`config.mk`:
```
export PLATFORM = sky130hd
export DESIGN_NAME = lane_queue
export DESIGN_NICKNAME = d
export VERILOG_FILES = /design/src/rtl/traffic_pkg.sv /design/src/rtl/lane_queue.sv
export SDC_FILE = /design/constraint.sdc
export NUM_CORES = 1
export LEC_CHECK = 0
export ABC_AREA = 1
export ABC_CLOCK_PERIOD_IN_PS = 2990
export CORE_MARGIN = 4
export CORE_UTILIZATION = 40
export CTS_BUF_LIST = sky130_fd_sc_hd__clkbuf_4
export DETAILED_ROUTE_END_ITERATION = 6
export GPL_TIMING_DRIVEN = 0
export MAX_ROUTING_LAYER = met4
export SLEW_MARGIN = 20
export SYNTH_ARGS = -nofsm -noshare
export SYNTH_HDL_FRONTEND = slang
export SYNTH_SLANG_ARGS = --single-unit
```
`constraint.sdc`:
```
create_clock -name i_clk -period 2.99 [get_ports i_clk]
set_input_delay 0.598 -clock i_clk [delete_from_list [all_inputs] [get_ports i_clk]]
set_output_delay 0.598 -clock i_clk [all_outputs]
set_load 0.005 [all_outputs]
```
`src/rtl/traffic_pkg.sv`:
```
// Shared light encoding, tracker states and default sizing for the intersection checker.
package traffic_pkg;

    typedef enum logic [1:0] {
        RED     = 2'b00,
        YELLOW  = 2'b01,
        GREEN   = 2'b10,
        ILLEGAL = 2'b11
    } light_t;

    typedef enum logic [1:0] {
        TRK_RED    = 2'b00,
        TRK_GREEN  = 2'b01,
        TRK_YELLOW = 2'b10
    } trk_t;

    localparam int QW_DEF      = 4;
    localparam int YEL_CYC_DEF = 2;

endpackage

```
`src/rtl/lane_queue.sv`:
```
// One lane: car queue depth with saturation, waiting sensor, and a light-sequence tracker.
module lane_queue
    import traffic_pkg::*;
#(
    parameter int QW      = QW_DEF,
    parameter int YEL_CYC = YEL_CYC_DEF
) (
    input  logic          i_clk,
    input  logic          i_rst,
    input  logic [1:0]    i_light,
    input  logic          i_arrive,
    output logic [QW-1:0] o_q,
    output logic          o_sensor,
    output logic          o_overflow,
    output logic          o_seq_err
);

    localparam int YW = $clog2(YEL_CYC + 2);
    localparam logic [QW-1:0] Q_MAX   = '1;
    localparam logic [YW-1:0] Y_EXACT = YW'(YEL_CYC);

    light_t        w_light;
    logic          w_depart;
    logic [QW-1:0] r_q;
    logic          r_ovf;
    trk_t          r_trk;
    logic [YW-1:0] r_ycnt;
    logic          r_seq;

    assign w_light  = light_t'(i_light);
    assign w_depart = (w_light == GREEN) && (r_q != '0);

    always_ff @(posedge i_clk or posedge i_rst) begin
        if (i_rst) begin
            r_q   <= '0;
            r_ovf <= 1'b0;
        end else if (i_arrive && !w_depart) begin
            if (r_q == Q_MAX) r_ovf <= 1'b1;
            else              r_q   <= r_q + 1'b1;
        end else if (!i_arrive && w_depart) begin
            r_q <= r_q - 1'b1;
        end
    end

    // Tracker follows the sampled light even after an error; an illegal code holds the state.
    always_ff @(posedge i_clk or posedge i_rst) begin
        if (i_rst) begin
            r_trk  <= TRK_RED;
            r_ycnt <= '0;
            r_seq  <= 1'b0;
        end else begin
            case (w_light)
                RED: begin
                    if (r_trk == TRK_GREEN) r_seq <= 1'b1;
                    if (r_trk == TRK_YELLOW && r_ycnt != Y_EXACT) r_seq <= 1'b1;
                    r_trk  <= TRK_RED;
                    r_ycnt <= '0;
                end
                GREEN: begin
                    if (r_trk == TRK_YELLOW) r_seq <= 1'b1;
                    r_trk  <= TRK_GREEN;
                    r_ycnt <= '0;
                end
                YELLOW: begin
                    if (r_trk == TRK_RED) r_seq <= 1'b1;
                    r_trk <= TRK_YELLOW;
                    if (r_trk != TRK_YELLOW) begin
                        r_ycnt <= YW'(1);
                    end else if (r_ycnt == Y_EXACT) begin
                        // Run is about to reach YEL_CYC+1: flag now, then saturate.
                        r_ycnt <= r_ycnt + 1'b1;
                        r_seq  <= 1'b1;
                    end else if (r_ycnt < Y_EXACT) begin
                        r_ycnt <= r_ycnt + 1'b1;
                    end
                end
                default: begin
                    r_trk <= r_trk;
                end
            endcase
        end
    end

    assign o_q        = r_q;
    assign o_sensor   = (r_q != '0);
    assign o_overflow = r_ovf;
    assign o_seq_err  = r_seq;

endmodule

```
==> Flow_metrics.wiki, run 1 <==
{| class="wikitable"
! Metric !! Value
|-
| Height of the die || 46.71 microns
|-
| Hold Fails Final Rpt || 0
|-
| Leak Pwr || ~0.35 nW
|-
| Met1 Use GR || roughly 18%
|-
| Gpl congestion || around 0.80
|-
| Post-CTS Repair Setup Buffers || 0
|-
| Maximum number of pins on one net before global-route repair || 11
|-
| Netlist Area Pre-Place || between 500 and 600 sq um
|-
| Post-Synthesis Mean Instance Area || slightly above 8 sq um
|-
| Pre-CTS WS || about 0.48 ns
|-
| Time the final worst path needs with I/O delays and setup || 2.234 ns
|-
| Count of filler cells inserted in the layout || roughly 130
|-
| Instance count along the most critical hold path || 2
|-
| Synth Warn # || 0
|-
| Worst setup EP type || flop
|-
| Number of placement rows || 13
|-
| Unrepaired setup endpoints after global routing || false
|-
| CP max stage delay || 0.58 ns
|-
| Post-cts resize count || 0
|-
| Area of combinational cells with multiple inputs || a little over 300 sq um
|-
| Clk sinks || 10
|-
| Maximum fanout along the worst path || 6
|-
| Top Usage Layer GRT || met2
|-
| Critical-path cell with the highest stage delay || clkdlybuf4s50_1
|-
| Setup violators final || 0
|-
| Number of global-route vias before repair || 456
|-
| Worst endpoint required time || between 3 and 4 ns
|-
| Number of levels the H-tree was split into || 1
|-
| Met3 routing resource usage after global routing || ~7%
|-
| Post-synthesis sequential area ratio || a little over two fifths
|-
| Latest clock arrival within the worst-skew pair || roughly 0.26 ns
|-
| Final net count || 99
|-
| GRT Overall Usage || around an eighth
|-
| Hold Buf Count CTS || 0
|-
| First-pass GRT wire length || around 1900 microns
|-
| Share of the cycle needed by the critical path after routing || 74.72%
|-
| Number of instances in the synthesized netlist || between 70 and 80
|-
| Post-CTS clock slew at the launch and capture registers of the worst setup and hold paths || ~0.060 ns
|-
| Cell type with the highest aggregate area in the netlist || dfrtp_1
|-
| Clock root buffer master || clkbuf_4
|-
| Worst-path cell chain || clkdlybuf4s50_1 -> inv_2 -> nor2_4 -> nand2_2 -> nand2_2 -> ha_1 -> nand2_1 -> nand2_1 -> nor2_1 -> inv_1 -> nand2_1 -> nand3_1 -> nand2_1 -> nand2_1
|-
| Number of iterations in the first detailed-routing pass || 3
|-
| Setup WS post-layout || between 0.7 and 0.8 ns
|-
| Core Footprint || about 1400 sq um
|-
| Critical path's most frequent cell || nand2_1
|-
| Maxcap violations || 0
|-
| Setup Crit Path Kind || in2reg
|-
| Stages on the worst setup path || 14
|-
| Die footprint || ~2200 sq um
|-
| Area share of the largest cell type after synthesis || around two fifths
|-
| Pins Over Slew Limit || 0
|-
| Number of primary I/O pins || 12
|-
| Initial antenna violation count || 0
|-
| Critical path's top delay family || simple AND/OR/NAND/NOR gates
|-
| Synthesized Nets || between 80 and 90
|-
| Number of buffers created by CTS || 3
|-
| GR Layer Usage met2 || between 15 and 20%
|-
| Tightest Pin Transition || 0.3757 ns
|-
| Port-buffer cells || 11
|-
| Post-route standard cell area excluding fillers || between 700 and 800 sq um
|-
| Max Clock Freq || roughly 450 MHz
|-
| Remaining global-route overflow || 0
|-
| Violation count after the first detailed-routing iteration || 5
|-
| Dominant cells by area after synthesis || dfrtp_1 42%, inv_1 6.9%, nand2_1 6.9%, ha_1 6.3%, nor2_1 5.6%
|-
| Run status || completed
|-
| Clock tree from TritonCTS || built
|-
| Clock Skews || around 0.0044 ns
|-
| Number of nets still failing antenna checks after routing || 0
|-
| Routed length per placed instance || 10.54 microns
|-
| Minimum hold slack || approximately 0.47 ns
|-
| Synth Register Bits || 10
|-
| Ant diodes || 0
|-
| Cells on worst reg2reg path || 13
|-
| Total DRC errors in the routed layout || 0
|-
| Initial standard-cell utilization of the core || between 40 and 50%
|-
| Final wirelength || about 1100 microns
|-
| Setup TNS Final || 0 ns
|-
| Number of buffers between clock root and the deepest sink || 2
|-
| DR vias/cell || a little under 5
|-
| CP Buf/Inv Count || 3
|-
| Setup crit start kind || input port
|-
| Width of the die || about 47 microns
|-
| Hold WC Path Type || reg2reg
|-
| Maximum vdd ir drop || around 0.42 mV
|-
| Growth of design area from synthesis to finish || 25.89%
|-
| Share of layout cells above drive strength 1 || between 10% and 20%
|-
| Area of all sequential standard cells || 250.2 sq um
|-
| Count of vias placed by the detailed router || 500
|-
| Total power per unit cell area || between 700 and 800 nW/um^2
|-
| Distinct cell type count after synthesis || 20
|-
| Max_slew headroom || 74.92%
|-
| Cell area reported after detailed placement || about 730 sq um
|-
| Data arrival time of the worst path || about 2.4 ns
|-
| Total half-perimeter wirelength after legalization and detailed placement || 866.4 microns
|}
==> synth_stat cells, drive strengths merged <==
master and number:
nand3 4, nor2 10, xor2 1, nand2 15, inv 12, fa 1, xnor2 1, dfrtp 10
o21bai 1, ha 3, nor3 2, nand4 2, a21oi 6, nand3b 1, o21ai 5
==> logic make-up after synthesis <==
group	synth area share, %
buf+inv	7.515
xor+xnor	2.923
fa+ha+maj	9.604
flops	41.75
compound gates	10.44
simple gates	27.76
==> tightest hold or removal path, stage by stage, from the launching register on <==
cell and delay [ns]:
dfrtp_1 0.34, a21oi_1 0.04, nand2_1 0.06
==> metrics by stage <==
stage,std cells,total power [mW],util (%)
floorplan,74,0.3676,-
detailed placement,100,0.4819,53.94
global placement,100,0.4764,53.94
CTS,104,0.5760,55.89
global route,104,0.6292,55.89
finish,104,0.5635,55.89
==> state kept, by name, indices dropped and copies added, names as in the netlist <==
register	cells
o_overflow	1
o_q	4
r_ycnt	2
o_seq_err	1
r_trk	2
==> power breakdown <==
group / leakage, nW / total [mW] / internal [mW] / switching (mW)
registers: 0.117 / 0.221 / 0.172 / 0.0489
logic: 0.220 / 0.255 / 0.140 / 0.115
clock network: 0.0154 / 0.0881 / 0.0479 / 0.0402
==> metal layers <==
metal | vias up | part of all wire [%]
li1 | 273 | -
met1 | 219 | 51
met2 | 8 | 45
met3 | 0 | 4.1
met4 | 0 | 0
met5 | - | 0
==> layout by cell type (no fill, tap or decap), types with 2 or more instances in the layout <==
| cell | Yosys | layout |
|---|---|---|
| nand2_1 | 11 | 11 |
| a21oi_1 | 6 | 6 |
| nand3_1 | 3 | 3 |
| nand4_1 | 2 | 2 |
| nand2_2 | 4 | 4 |
| clkdlybuf4s50_1 | 0 | 11 |
| clkbuf_4 | 0 | 3 |
| inv_1 | 11 | 11 |
| ha_1 | 3 | 3 |
| o21ai_0 | 4 | 4 |
| nor3_1 | 2 | 2 |
| nor2_1 | 9 | 9 |
| dfrtp_1 | 10 | 10 |
==> cell type report <==
type	instances	area share (%)
Clock inverter	1	0.4975
Inverter	12	5.970
Multi-Input combinational cell	52	40.30
Sequential cell	10	33.17
Clock buffer	3	2.985
Tap cell	15	2.488
Timing Repair Buffer	11	14.59
==> worst paths after layout <==
check / startpoint / slack, ns / end
min reg2reg: o_seq_err / 0.47 / o_seq_err
min: o_seq_err / 0.47 / o_seq_err
max in group asynchronous: i_rst / 2.10 / r_ycnt[1]
min in group asynchronous: i_rst / 0.62 / o_seq_err
max reg2reg: o_q[0] / 1.12 / o_q[3]
max: i_light[1] / 0.76 / o_q[3]
No activity file was read; power rests on OpenSTA's default activity.
==> run 2, diff against run 1 <==
--- a/config.mk
+++ b/config.mk
@@ -6,13 +6,14 @@
 export NUM_CORES = 1
 export LEC_CHECK = 0
 export ABC_AREA = 1
-export ABC_CLOCK_PERIOD_IN_PS = 2990
+export ABC_CLOCK_PERIOD_IN_PS = 1930
 export CORE_MARGIN = 4
 export CORE_UTILIZATION = 40
 export CTS_BUF_LIST = sky130_fd_sc_hd__clkbuf_4
 export DETAILED_ROUTE_END_ITERATION = 6
 export GPL_TIMING_DRIVEN = 0
 export MAX_ROUTING_LAYER = met4
+export PLACE_DENSITY = 0.67
 export SLEW_MARGIN = 20
 export SYNTH_ARGS = -nofsm -noshare
 export SYNTH_HDL_FRONTEND = slang
==> constraint.sdc (replaced) <==
create_clock -name i_clk -period 1.93 [get_ports i_clk]
set_input_delay 0.386 -clock i_clk [delete_from_list [all_inputs] [get_ports i_clk]]
set_output_delay 0.386 -clock i_clk [all_outputs]
set_load 0.005 [all_outputs]
==> Flow_metrics.wiki, run 2 (synthesis gave the netlist of run 1 again) <==
{| class="wikitable"
! Metric !! Value
|-
| Final cell utilization of the core || 60.61% (+4.7 points)
|-
| Total half-perimeter wirelength after legalization and detailed placement || 943.3 microns (+8.9%)
|-
| Run status || completed
|-
| Worst endpoint required time || 1.54 ns (-1.60 ns)
|-
| Share of layout cells above drive strength 1 || 21.28% (+10 points)
|-
| Die footprint || 2182 sq um (unchanged)
|-
| Number of global-route vias before repair || 469 (+2.9%)
|-
| Clock Skews || 0.0002578 ns (-0.004106 ns)
|-
| Core Footprint || 1350 sq um (unchanged)
|-
| Pins Over Slew Limit || 0 (unchanged)
|-
| Time the final worst path needs with I/O delays and setup || ~1.8 ns
|-
| Total power per unit cell area || 1222 nW/um^2 (+64%)
|-
| Tightest Pin Transition || 0.3715 ns (-0.004244 ns)
|-
| Setup Crit Path Kind || reg2out
|-
| Switching portion of total power || 36.09% (-0.15 points)
|-
| Gpl congestion || 0.8247 (+3.7%)
|-
| Violation count after the first detailed-routing iteration || 11 (+6)
|-
| Leak Pwr || 0.3812 nW (+8.1%)
|-
| Max Clock Freq || 564.1 MHz
|-
| Relative contribution of combinational cells to total power || 52.6% (+7.4 points)
|-
| Number of buffers between clock root and the deepest sink || 2 (unchanged)
|-
| Clock root buffer master || clkbuf_4
|-
| Most frequent cells in the layout || 11 x nand2_1, 11 x inv_1, 9 x clkdlybuf4s50_1, 8 x nor2_1, 7 x dfrtp_1
|-
| Switching Power || 0.3609 mW (+77%)
|-
| Number of levels the H-tree was split into || 1 (unchanged)
|-
| Count of filler cells inserted in the layout || 128 (+2.4%)
|-
| Total DRC errors in the routed layout || 0 (unchanged)
|-
| Growth of design area from synthesis to finish || 36.53%
|-
| Maxcap violations || 0 (unchanged)
|-
| Number of buffers created by CTS || 3 (unchanged)
|-
| Final net count || 104 (+5.1%)
|-
| First-pass GRT wire length || 1883 microns (-0.37%)
|-
| Number of placement rows || 13 (unchanged)
|-
| Clock tree from TritonCTS || built
|-
| Count of vias placed by the detailed router || 532 (+6.4%)
|-
| Number of iterations in the first detailed-routing pass || 4 (+1)
|-
| Max_slew headroom || 75.21% (+0.28 points)
|-
| Maximum number of pins on one net before global-route repair || 11 (unchanged)
|-
| Setup violators final || 0 (unchanged)
|-
| Post-CTS clock slew at the launch and capture registers of the worst setup and hold paths || 0.06 ns (about the same)
|-
| Int Power || 0.6391 mW (+78%)
|-
| Number of nets still failing antenna checks after routing || 0 (unchanged)
|-
| Routed length per placed instance || 11.73 microns (+11%)
|-
| Max reg flops || 4 (unchanged)
|-
| GRT Overall Usage || 13.29% (+0.20 points)
|-
| Number of primary I/O pins || 12 (unchanged)
|-
| Initial standard-cell utilization of the core || 44.39% (unchanged)
|-
| Minimum hold slack || 0.4017 ns (-0.06756 ns)
|-
| Ant diodes || 0 (unchanged)
|-
| Hold Fails Final Rpt || 0 (unchanged)
|-
| Final wirelength || 1279 microns (+17%)
|-
| Sequential power share || 33.3% (-5.8 points)
|-
| Data arrival time of the worst path || 1.39 ns (-0.99 ns)
|-
| Maximum fanout along the worst path || 6 (unchanged)
|-
| Setup crit start kind || flop
|-
| Clk sinks || 10 (unchanged)
|-
| Width of the die || 46.71 microns (unchanged)
|-
| DR vias/cell || 4.881 (+1.5%)
|-
| Port-buffer cells || 11 (unchanged)
|-
| Clock power frac || 14.1% (-1.5 points)
|-
| Height of the die || 46.71 microns (unchanged)
|-
| Hold WC Path Type || in2async
|-
| Share of the cycle needed by the critical path after routing || between 90% and 100%
|-
| Remaining global-route overflow || 0 (unchanged)
|-
| Cell area reported after detailed placement || 728.2 sq um (unchanged)
|-
| Latest clock arrival within the worst-skew pair || 0.26 ns (about the same)
|-
| Post-route standard cell area excluding fillers || 818.3 sq um (+8.5%)
|-
| Worst setup EP type || output port
|-
| Initial antenna violation count || 0 (unchanged)
|-
| Maximum vdd ir drop || 0.6481 mV (+55%)
|}
## run 2: per-stage QoR
stage | power, mW | setup slack, ns | TNS, ns | cells
floorplan | 0.5695 | 0.1726 | 0 | 74
detailed placement | 0.7472 | -0.3908 | -0.5847 | 100
global route | 1.096 | -0.009428 | -0.009428 | 109
finish | 1.000 | 0.1572 | 0 | 109
CTS | 0.8897 | 0.02205 | 0 | 104
global placement | 0.7352 | -0.3575 | -0.5033 | 100
## run 2: power groups by stage
stage	clock, mW	combinational [mW]	sequential (mW)
after global routing	0.161	0.598	0.337
after global placement	0	0.388	0.347
final	0.141	0.526	0.333
after CTS	0.145	0.401	0.344
after floorplan	0	0.231	0.338
after detailed placement	0	0.400	0.348
## run 2: timing repair
action                                  CTS  global route
setup buffers                             0             5
endpoints found under the setup margin    1             1
resized for setup                         2             7
hold endpoints to repair                  0             0
hold buffers                              0             0
## run 2: area by class of cell
class | instances | area [sq um] | area share (%)
multi-input cells | 52 | 329.1 | 40.21
repair buffers | 16 | 145.1 | 17.74
clock inverters | 1 | 3.754 | 0.4587
well taps | 15 | 18.77 | 2.294
inverters | 12 | 45.04 | 5.505
flip-flops and latches | 10 | 254.0 | 31.04
clock buffers | 3 | 22.52 | 2.752
## run 2: final timing paths
check                      startpoint        end  slack (ns)  cells past startpoint
max in group asynchronous       i_rst     o_q[2]        1.24                      2
min in group i_clk          o_seq_err  o_seq_err        0.48                      2
min reg2reg                 o_seq_err  o_seq_err        0.48                      2
max                            o_q[1]   o_sensor        0.16                      3
max reg2reg                    o_q[1]     o_q[3]        0.19                     13
min                             i_rst     o_q[3]        0.40                      2
## run 2: worst max-delay path: stages (launching register included)
cell and delay (ns):
dfrtp_2 0.44, nor2_1 0.12, nand2_2 0.10, clkdlybuf4s50_1 0.46
## run 2: per-layer routing
layer | up-vias | track usage, % | part of all wire (%)
li1 | 276 | - | -
met1 | 238 | 15.55 | 42
met2 | 16 | 18.68 | 49
met3 | 2 | 7.031 | 7.7
met4 | 0 | 6.077 | 0.86
met5 | - | - | 0
